File: src/rtl/mips_core_pkg.sv
// Shared core definitions: default datapath widths and the d-cache
// request buffer FSM state encoding.
package mips_core_pkg;

    localparam int DCRB_DEPTH      = 4;
    localparam int CORE_ADDR_WIDTH = 32;
    localparam int CORE_DATA_WIDTH = 32;
    localparam int AL_ID_WIDTH_DEF = 6;

    typedef enum logic [1:0] {
        DC_IDLE  = 2'd0,
        DC_ISSUE = 2'd1,
        DC_WAIT  = 2'd2
    } dc_state_e;

endpackage

File: src/rtl/d_cache_request_buffer_req_fifo.sv
// Request FIFO for the d-cache buffer. Holds load/store entries in
// arrival order; each entry carries a killed bit that a flush sets on
// every live load so the issue logic can discard it instead of issuing.
module req_fifo
    import mips_core_pkg::*;
#(
    parameter int DEPTH       = DCRB_DEPTH,
    parameter int ADDR_WIDTH  = CORE_ADDR_WIDTH,
    parameter int DATA_WIDTH  = CORE_DATA_WIDTH,
    parameter int AL_ID_WIDTH = AL_ID_WIDTH_DEF,
    localparam int PTR_W      = $clog2(DEPTH),
    localparam int CNT_W      = PTR_W + 1
) (
    input  logic                   clk,
    input  logic                   rst,
    input  logic                   push,
    input  logic                   push_is_store,
    input  logic [ADDR_WIDTH-1:0]  push_addr,
    input  logic [DATA_WIDTH-1:0]  push_data,
    input  logic [AL_ID_WIDTH-1:0] push_al_id,
    input  logic                   pop,
    input  logic                   kill_loads,
    output logic                   head_is_store,
    output logic [ADDR_WIDTH-1:0]  head_addr,
    output logic [DATA_WIDTH-1:0]  head_data,
    output logic [AL_ID_WIDTH-1:0] head_al_id,
    output logic                   head_killed,
    output logic [CNT_W-1:0]       count,
    output logic                   full,
    output logic                   empty
);

    logic [ADDR_WIDTH-1:0]  addr_mem  [DEPTH];
    logic [DATA_WIDTH-1:0]  data_mem  [DEPTH];
    logic [AL_ID_WIDTH-1:0] al_id_mem [DEPTH];
    logic [DEPTH-1:0]       store_vec;
    logic [DEPTH-1:0]       killed_vec;

    logic [PTR_W-1:0] rd_ptr_reg;
    logic [PTR_W-1:0] wr_ptr_reg;
    logic [CNT_W-1:0] count_reg;

    logic do_push;
    logic do_pop;

    assign empty   = (count_reg == '0);
    assign full    = (count_reg == CNT_W'(DEPTH));
    assign count   = count_reg;
    assign do_push = push && !full;
    assign do_pop  = pop && !empty;

    assign head_is_store = store_vec[rd_ptr_reg];
    assign head_killed   = killed_vec[rd_ptr_reg];
    assign head_addr     = addr_mem[rd_ptr_reg];
    assign head_data     = data_mem[rd_ptr_reg];
    assign head_al_id    = al_id_mem[rd_ptr_reg];

    // Pointer and occupancy bookkeeping; pointers wrap naturally at DEPTH.
    always_ff @(posedge clk) begin
        if (rst) begin
            rd_ptr_reg <= '0;
            wr_ptr_reg <= '0;
            count_reg  <= '0;
        end else begin
            if (do_push) begin
                wr_ptr_reg <= wr_ptr_reg + 1'b1;
            end
            if (do_pop) begin
                rd_ptr_reg <= rd_ptr_reg + 1'b1;
            end
            if (do_push && !do_pop) begin
                count_reg <= count_reg + 1'b1;
            end else if (do_pop && !do_push) begin
                count_reg <= count_reg - 1'b1;
            end
        end
    end

    // Payload storage; contents of free slots are don't-care.
    always_ff @(posedge clk) begin
        if (do_push) begin
            addr_mem[wr_ptr_reg]  <= push_addr;
            data_mem[wr_ptr_reg]  <= push_data;
            al_id_mem[wr_ptr_reg] <= push_al_id;
        end
    end

    genvar gi;
    generate
        for (gi = 0; gi < DEPTH; gi++) begin : g_entry
            logic             entry_store_reg;
            logic             entry_killed_reg;
            logic [PTR_W-1:0] rel_idx;
            logic             entry_live;

            // Distance from the head decides whether this slot holds a live entry.
            assign rel_idx      = PTR_W'(gi) - rd_ptr_reg;
            assign entry_live   = ({1'b0, rel_idx} < count_reg);
            assign store_vec[gi]  = entry_store_reg;
            assign killed_vec[gi] = entry_killed_reg;

            // Per-entry type and kill flag; a fresh push always starts unkilled.
            always_ff @(posedge clk) begin
                if (rst) begin
                    entry_store_reg  <= 1'b0;
                    entry_killed_reg <= 1'b0;
                end else if (do_push && (wr_ptr_reg == PTR_W'(gi))) begin
                    entry_store_reg  <= push_is_store;
                    entry_killed_reg <= 1'b0;
                end else if (kill_loads && entry_live && !entry_store_reg) begin
                    entry_killed_reg <= 1'b1;
                end
            end
        end
    endgenerate

endmodule

File: src/rtl/d_cache_request_buffer.sv
// D-cache request buffer: queues load/store requests from the LSQ,
// issues them one at a time to the d-cache, and produces load writeback
// or store completion pulses. Flushed loads are dropped silently.
module d_cache_request_buffer
    import mips_core_pkg::*;
#(
    parameter int DEPTH       = DCRB_DEPTH,
    parameter int ADDR_WIDTH  = CORE_ADDR_WIDTH,
    parameter int DATA_WIDTH  = CORE_DATA_WIDTH,
    parameter int AL_ID_WIDTH = AL_ID_WIDTH_DEF,
    localparam int CNT_W      = $clog2(DEPTH) + 1
) (
    input  logic                   clk,
    input  logic                   rst,
    input  logic                   req_valid,
    output logic                   req_ready,
    input  logic                   req_is_store,
    input  logic [ADDR_WIDTH-1:0]  req_addr,
    input  logic [DATA_WIDTH-1:0]  req_data,
    input  logic [AL_ID_WIDTH-1:0] req_al_id,
    output logic                   cache_valid,
    input  logic                   cache_ready,
    output logic                   cache_is_store,
    output logic [ADDR_WIDTH-1:0]  cache_addr,
    output logic [DATA_WIDTH-1:0]  cache_data,
    input  logic                   cache_resp_valid,
    input  logic [DATA_WIDTH-1:0]  cache_resp_data,
    output logic                   ld_done_valid,
    output logic [DATA_WIDTH-1:0]  ld_done_data,
    output logic [AL_ID_WIDTH-1:0] ld_done_al_id,
    output logic                   st_done_valid,
    output logic [AL_ID_WIDTH-1:0] st_done_al_id,
    input  logic                   flush,
    output logic [CNT_W-1:0]       occupancy
);

    dc_state_e              state_reg;
    logic                   cache_valid_reg;
    logic                   cache_is_store_reg;
    logic [ADDR_WIDTH-1:0]  cache_addr_reg;
    logic [DATA_WIDTH-1:0]  cache_data_reg;
    logic [AL_ID_WIDTH-1:0] issue_al_id_reg;
    logic                   inflight_is_store_reg;
    logic                   inflight_killed_reg;
    logic [AL_ID_WIDTH-1:0] inflight_al_id_reg;
    logic                   ld_done_valid_reg;
    logic [DATA_WIDTH-1:0]  ld_done_data_reg;
    logic [AL_ID_WIDTH-1:0] ld_done_al_id_reg;
    logic                   st_done_valid_reg;
    logic [AL_ID_WIDTH-1:0] st_done_al_id_reg;

    logic                   fifo_full;
    logic                   fifo_empty;
    logic                   head_is_store;
    logic                   head_killed;
    logic [ADDR_WIDTH-1:0]  head_addr;
    logic [DATA_WIDTH-1:0]  head_data;
    logic [AL_ID_WIDTH-1:0] head_al_id;
    logic                   push;
    logic                   pop;
    logic                   head_issuable;

    assign req_ready = !fifo_full && !flush;
    assign push      = req_valid && req_ready;

    // A load is not launched in the same cycle a flush would kill it.
    assign head_issuable = !fifo_empty && !head_killed && !(flush && !head_is_store);

    // Pop on the issue handshake, or discard a killed head while idle.
    assign pop = ((state_reg == DC_ISSUE) && cache_ready) ||
                 ((state_reg == DC_IDLE) && !fifo_empty && head_killed);

    req_fifo #(
        .DEPTH       (DEPTH),
        .ADDR_WIDTH  (ADDR_WIDTH),
        .DATA_WIDTH  (DATA_WIDTH),
        .AL_ID_WIDTH (AL_ID_WIDTH)
    ) u_req_fifo (
        .clk           (clk),
        .rst           (rst),
        .push          (push),
        .push_is_store (req_is_store),
        .push_addr     (req_addr),
        .push_data     (req_data),
        .push_al_id    (req_al_id),
        .pop           (pop),
        .kill_loads    (flush),
        .head_is_store (head_is_store),
        .head_addr     (head_addr),
        .head_data     (head_data),
        .head_al_id    (head_al_id),
        .head_killed   (head_killed),
        .count         (occupancy),
        .full          (fifo_full),
        .empty         (fifo_empty)
    );

    // Issue FSM with registered cache interface and done pulses. An empty
    // FIFO is bypassed so a fresh request is presented the very next cycle.
    always_ff @(posedge clk) begin
        if (rst) begin
            state_reg             <= DC_IDLE;
            cache_valid_reg       <= 1'b0;
            cache_is_store_reg    <= 1'b0;
            cache_addr_reg        <= '0;
            cache_data_reg        <= '0;
            issue_al_id_reg       <= '0;
            inflight_is_store_reg <= 1'b0;
            inflight_killed_reg   <= 1'b0;
            inflight_al_id_reg    <= '0;
            ld_done_valid_reg     <= 1'b0;
            ld_done_data_reg      <= '0;
            ld_done_al_id_reg     <= '0;
            st_done_valid_reg     <= 1'b0;
            st_done_al_id_reg     <= '0;
        end else begin
            ld_done_valid_reg <= 1'b0;
            st_done_valid_reg <= 1'b0;
            unique case (state_reg)
                DC_IDLE: begin
                    if (head_issuable) begin
                        cache_valid_reg    <= 1'b1;
                        cache_is_store_reg <= head_is_store;
                        cache_addr_reg     <= head_addr;
                        cache_data_reg     <= head_data;
                        issue_al_id_reg    <= head_al_id;
                        state_reg          <= DC_ISSUE;
                    end else if (fifo_empty && push) begin
                        cache_valid_reg    <= 1'b1;
                        cache_is_store_reg <= req_is_store;
                        cache_addr_reg     <= req_addr;
                        cache_data_reg     <= req_data;
                        issue_al_id_reg    <= req_al_id;
                        state_reg          <= DC_ISSUE;
                    end
                end
                DC_ISSUE: begin
                    if (cache_ready) begin
                        cache_valid_reg       <= 1'b0;
                        inflight_is_store_reg <= cache_is_store_reg;
                        inflight_al_id_reg    <= issue_al_id_reg;
                        inflight_killed_reg   <= !cache_is_store_reg && (head_killed || flush);
                        state_reg             <= DC_WAIT;
                    end
                end
                DC_WAIT: begin
                    if (cache_resp_valid) begin
                        if (inflight_is_store_reg) begin
                            st_done_valid_reg <= 1'b1;
                            st_done_al_id_reg <= inflight_al_id_reg;
                        end else if (!inflight_killed_reg && !flush) begin
                            ld_done_valid_reg <= 1'b1;
                            ld_done_al_id_reg <= inflight_al_id_reg;
                            ld_done_data_reg  <= cache_resp_data;
                        end
                        state_reg <= DC_IDLE;
                    end else if (flush && !inflight_is_store_reg) begin
                        inflight_killed_reg <= 1'b1;
                    end
                end
                default: begin
                    state_reg <= DC_IDLE;
                end
            endcase
        end
    end

    assign cache_valid    = cache_valid_reg;
    assign cache_is_store = cache_is_store_reg;
    assign cache_addr     = cache_addr_reg;
    assign cache_data     = cache_data_reg;
    assign ld_done_valid  = ld_done_valid_reg;
    assign ld_done_data   = ld_done_data_reg;
    assign ld_done_al_id  = ld_done_al_id_reg;
    assign st_done_valid  = st_done_valid_reg;
    assign st_done_al_id  = st_done_al_id_reg;

endmodule

File: config.mk
export PLATFORM = sky130hd
export DESIGN_NAME = d_cache_request_buffer
export DESIGN_NICKNAME = d
export VERILOG_FILES = /design/src/rtl/mips_core_pkg.sv /design/src/rtl/d_cache_request_buffer_req_fifo.sv /design/src/rtl/d_cache_request_buffer.sv
export SDC_FILE = /design/constraint.sdc
export NUM_CORES = 1
export LEC_CHECK = 0
export CORE_MARGIN = 4
export CORE_UTILIZATION = 31
export CTS_BUF_LIST = sky130_fd_sc_hd__clkbuf_8
export DETAILED_ROUTE_END_ITERATION = 8
export PLACE_DENSITY = 0.47
export SKIP_CTS_REPAIR_TIMING = 1
export SLEW_MARGIN = 0
export SYNTH_ARGS = -nofsm -noshare
export SYNTH_HDL_FRONTEND = slang
export SYNTH_SLANG_ARGS = --single-unit
File: constraint.sdc
create_clock -name clk -period 4.15 [get_ports clk]
set_clock_uncertainty 0.05 [all_clocks]
set_input_delay 0.83 -clock clk [delete_from_list [all_inputs] [get_ports clk]]
set_output_delay 0.83 -clock clk [all_outputs]
set_load 0.01 [all_outputs]
### After elaboration in Yosys (flattened, before gate mapping)

Memories as Yosys holds them, arrays and structs flattened. A register that Yosys moved wholly into a read port is not among the register bits.
Cells that the tools add are included.

| word-level totals | value |
|---|---|
| register bits | 143 |
| memory bits (writable) | 280 |
| bits of input ports | 109 |
| logic and storage cells | 157 |
| output and inout port bits | 116 |
| memories | 3 |

| cells by class | value |
|---|---|
| reduce and logical (&&, ||, !) cells | 65 |
| bitwise gates (word level) | 3 |
| magnitude comparators | 5 |
| mux-type cells | 37 |
| equal/unequal tests | 11 |
| $add $sub $neg | 8 |

Memory list:

| name | depth | width | read ports | clocked after memory_dff | wr ports | RTL line | source |
|---|---|---|---|---|---|---|---|
| u_req_fifo.addr_mem | 4 | 32 | 1 | 1 | 1 | d_cache_request_buffer_req_fifo.sv:33 | `logic [ADDR_WIDTH-1:0] addr_mem [DEPTH];` |
| u_req_fifo.data_mem | 4 | 32 | 1 | 1 | 1 | d_cache_request_buffer_req_fifo.sv:34 | `logic [DATA_WIDTH-1:0] data_mem [DEPTH];` |
| u_req_fifo.al_id_mem | 4 | 6 | 1 | 1 | 1 | d_cache_request_buffer_req_fifo.sv:35 | `logic [AL_ID_WIDTH-1:0] al_id_mem [DEPTH];` |

Operator list:

| kind | count |
|---|---|
| 2-to-1 mux 32 bit | 4 |
| logical AND 1 bit | 28 |
| 2-to-1 mux 2 bit | 10 |
| logical NOT 1 bit | 15 |
| 2-to-1 mux 1 bit | 14 |
| < comparator 2 x 3 -> 1 bit | 4 |
| 2-to-1 mux 6 bit | 2 |
| AND reduction 3 bit | 3 |
| inequality test 2 bit (second input constant) | 4 |
| AND reduction 4 bit | 2 |
| nonzero test 2 bit | 4 |
| OR reduction 2 bit | 4 |
| equality test 2 bit (second input constant) | 3 |
| 2-to-1 mux 3 bit | 2 |
| case mux 2 bit (3 select lines) | 1 |
| adder 2 x 1 -> 2 bit (second input constant) | 2 |
| binary-select mux 1 bit (select 2 bit) | 2 |
| equality test 2 x 1 -> 1 bit (second input constant) | 2 |
| logical NOT 2 bit | 2 |
| case mux 1 bit (2 select lines) | 2 |
| AND reduction 2 bit | 2 |
| OR reduction 4 bit | 1 |
| subtractor 1 x 2 -> 2 bit (first input constant) | 2 |
| subtractor 2 bit (first input constant) | 2 |
| 9 further kinds | 12 |

### Logic depth before layout (Yosys ltp)

| logic depth | value |
|---|---|
| depth after elaboration | 9 |
| depth in mapped cells | 10 |

### By module

Synthesis repeated with hierarchy kept, for this count alone.

| unflattened totals | value |
|---|---|
| cell total of the unflattened synthesis | 1,033 |
| area, all modules | 16,374.5 µm² |

Modules (own cells, without submodules):

| module | area an instance (µm²) | times used | cells an instance |
|---|---|---|---|
| req_fifo | 11,063.1 | 1 | 466 |
| d_cache_request_buffer | 5,311.3 | 1 | 567 |

### Worst setup path after synthesis

No wires, ideal clock.

| timing path | value |
|---|---|
| path type | input to register |
| start | input port req_valid |
| end | register u_req_fifo.g_entry[0].entry_store_reg |
| required time | 3.972 ns |
| slack | 0.749 ns |
| path buffers | 0 |
| library setup time | 0.128 ns |
| cell stages on the path | 4 |
| data arrival time | 3.224 ns |
| cells stage by stage | nor2b_1 > and3_1 > mux2i_1 > nor2_1 |

| between the ends | value |
|---|---|
| longest elaborated chain between the ends | 3 |

RTL lines:

| element | RTL line | source |
|---|---|---|
| start, declared | d_cache_request_buffer.sv:15 | `input logic req_valid,` |
| logical AND 1 bit | d_cache_request_buffer.sv:64 | `assign push = req_valid && req_ready;` |
| logical AND 1 bit | d_cache_request_buffer_req_fifo.sv:49 | `assign do_push = push && !full;` |
| logical AND 1 bit | d_cache_request_buffer_req_fifo.sv:107 | `end else if (do_push && (wr_ptr_reg == PTR_W'(gi))) begin` |
| end signal, assigned | d_cache_request_buffer_req_fifo.sv:108 | `entry_store_reg <= push_is_store;` |
| end, declared | d_cache_request_buffer_req_fifo.sv:91 | `logic entry_store_reg;` |

Every way passes these cells.
A chain may end at the register's enable or synchronous reset.

### Worst setup path in the final report

| timing path | value |
|---|---|
| start | register u_req_fifo.count_reg[2], in the netlist u_req_fifo.count[2] |
| end | output port req_ready |

| between the ends | value |
|---|---|
| longest elaborated chain between the ends | 3 |

RTL lines:

| element | RTL line | source |
|---|---|---|
| start, declared | d_cache_request_buffer_req_fifo.sv:41 | `logic [CNT_W-1:0] count_reg;` |
| start signal, assigned | d_cache_request_buffer_req_fifo.sv:72 | `count_reg <= count_reg + 1'b1;` |
| start signal, assigned | d_cache_request_buffer_req_fifo.sv:74 | `count_reg <= count_reg - 1'b1;` |
| equality test 3 bit | d_cache_request_buffer_req_fifo.sv:47 | `assign full = (count_reg == CNT_W'(DEPTH));` |
| logical NOT 1 bit | d_cache_request_buffer.sv:63 | `assign req_ready = !fifo_full && !flush;` |
| logical AND 1 bit | d_cache_request_buffer.sv:63 |  |
| end, declared | d_cache_request_buffer.sv:16 | `output logic req_ready,` |

Every way passes these cells.

==> reports/qor.yml <==
clk_path_buf_depth: 3
route.vias.total: 9636
place.gp.congestion: 0.709
vias_per_cell: 4.73
cp_data_required_time_ns: 3.27
final_common_cell: "edfxtp_1"
cp-end-kind: "output port"
startpoint: "u_req_fifo.count[2]"
synth.distinct_cells: 43
holdCritPathClass: "register to register"
layout_setup_ws_ns: 0.899
path_class: "register to output port"
fmax_mhz: 308
syn_nets: 1159
reg_top3: "u_req_fifo.addr_mem: 128 flops, u_req_fifo.data_mem: 128 flops"
track_usage_pct: 14.7
ys_seq_area_share_pct: 70.2
crit_path_start_kind: "register"
drcViolationCount: 0
grt-ovfl-total: 0
synth-edff-count: 280
root_buffer: "clkbuf_8"
status: "complete, no violations"
fp.dieH_um: 236
crit_family: "simple AND/OR/NAND/NOR gates"
first_pass_iters: 5
max-cap-violations: 0
cp.arrival_ns: 2.37
syn_avg_cell_area_um2: 15.5
fp.coreArea_um2: 51400
irDropWorstVdd_mv: 0.263
routedWlPerCell_um: 20.3
ios: 225
die-area_um2: 55700
final_cell_mix: "edfxtp_1, clkdlybuf4s50_1, dfxtp_1"
pre_cts_ws_ns: 0.713
seqCellArea_um2: 11300
htreeDepth: 3
relSlewSlack_pct: 49.3
multi_input_area_um2: 4190
fin_tns_setup_ns: 0
die_w_um: 236
final_hold_viol_count: 0
first_global_vias: 10179
layout_min_cycle_time_ns: 3.25
drive_above_1_share_pct: 15.2
stdcell_count: 2036
nets: 1412
worst_pin_slew_ns: 0.761
cts_sinks: 425
ys.flop_type: "edfxtp_1"
min_from: "ld_done_data[11]"
rsz0062_at_grt: "no"
async_flop_share_pct: 0
power_mw: 12.3
rr_startpoint: "u_req_fifo.rd_ptr_reg[0]"
ys_ff_latch: 425
fill_cells: 4796
wirelength_um: 41400
worst-path-buf-inv: 1
synthCells: 1040
slowest_delay_ns: 0.55
grt_pass1_wl_um: 63400
num_rows: 83
io_buffers: 224
cts_tree: "built"
yosys_warnings: 0
antenna_left: 0
dp_cells: 1897
antenna_found_initial: 8
insertion_delay_ns: 0.64
path_cells: "or3b_1 > nor2b_1 > clkdlybuf4s50_1"
clkTransAtPathRegs_ns: 0.05
cts_made_buffers: 74
syn-cell-area_um2: 16100
initial_core_util_pct: 31.3
fin_crit_sh_pct: 78.3
grt_max_degree: 83
cp_slowest_cell: "dfxtp_1"
critPathMaxFanout: 9
p_leak_nw: 7.01
setup_viol: 0
area_growth_pct: 27.7
finalMaxSlewViolations: 0
drtIter0Drc: 605
dp_hpwl_um: 23700
power_density_nw_per_um2: 599
final cells by class:
type | instances | area share [%]
inverters | 80 | 1.46
flip-flops and latches | 425 | 55.0
well taps | 680 | 4.14
clock inverters | 55 | 1.32
multi-input cells | 466 | 20.4
repair buffers | 246 | 12.1
diodes | 1 | 0.0122
clock buffers | 83 | 5.55
routing by layer:
layer / vias up / routed length, um / GRT usage, %
met2: 270 / 18700 / 22.4
met1: 4811 / 19000 / 20.1
met3: 71 / 2930 / 4.81
li1: 4472 / - / -
met5: - / 64 / 0
met4: 12 / 730 / 4.79
path summary, 6_finish.rpt:
path	endpoint	slack, ns	depth (start not counted)
max reg2reg	u_req_fifo.count[2]	1.12	9
min reg2reg	ld_done_data[11]	0.40	2
max	req_ready	0.90	3
min	ld_done_data[11]	0.40	2
synthesized netlist by cell type, drive strengths merged, types with 3 or more instances:
cell type	instances	share of area, %
buf	27	1.2
or3	3	0.12
o21ai	6	0.19
a21oi	126	3.9
mux4	71	9.9
nand2	93	2.2
ha	9	0.70
mux2i	14	0.87
and3	7	0.27
nor2b	6	0.23
edfxtp	280	52
a31oi	5	0.19
clkbuf	42	0.98
inv	80	1.9
nor2	22	0.56
nor3	4	0.19
nand3	3	0.12
a211oi	3	0.14
nand2b	4	0.16
dfxtp	145	18
o221a	70	4.9
power breakdown:
group          total [mW]  switching (mW)  internal, mW
clock                3.60            1.70          1.91
sequential           5.46           0.382          5.08
combinational        3.27            1.66          1.61
cells by family after synthesis:
family,share of synthesized area [%]
buffers and inverters,4.00
AOI/OAI and AO/OA,9.83
muxes,10.8
DFF,70.2
xor gates and xnor gates,0.218
and+or+nand+nor,4.09
adders and majority gates,0.824
worst register-to-register path: stages, from the launching register on:
cell	delay (ns)
dfxtp_1	0.55
mux4_2	0.65
a21oi_1	0.30
or2_2	0.18
ha_1	0.18
inv_1	0.07
fa_1	0.37
xor2_1	0.18
or3_1	0.30
a21oi_1	0.13
stage by stage:
step | util [%] | hold slack (ns) | instance area [um^2]
3_3_place_gp | 37.3 | 0.391 | 19200
6_report | 40.0 | 0.402 | 20600
2_1_floorplan | - | 0.381 | 16100
3_5_place_dp | 37.3 | 0.397 | 19200
4_1_cts | 40.0 | 0.405 | 20600
5_1_grt | 40.0 | 0.425 | 20600
Note: power is estimated with default switching activity, not from simulation.
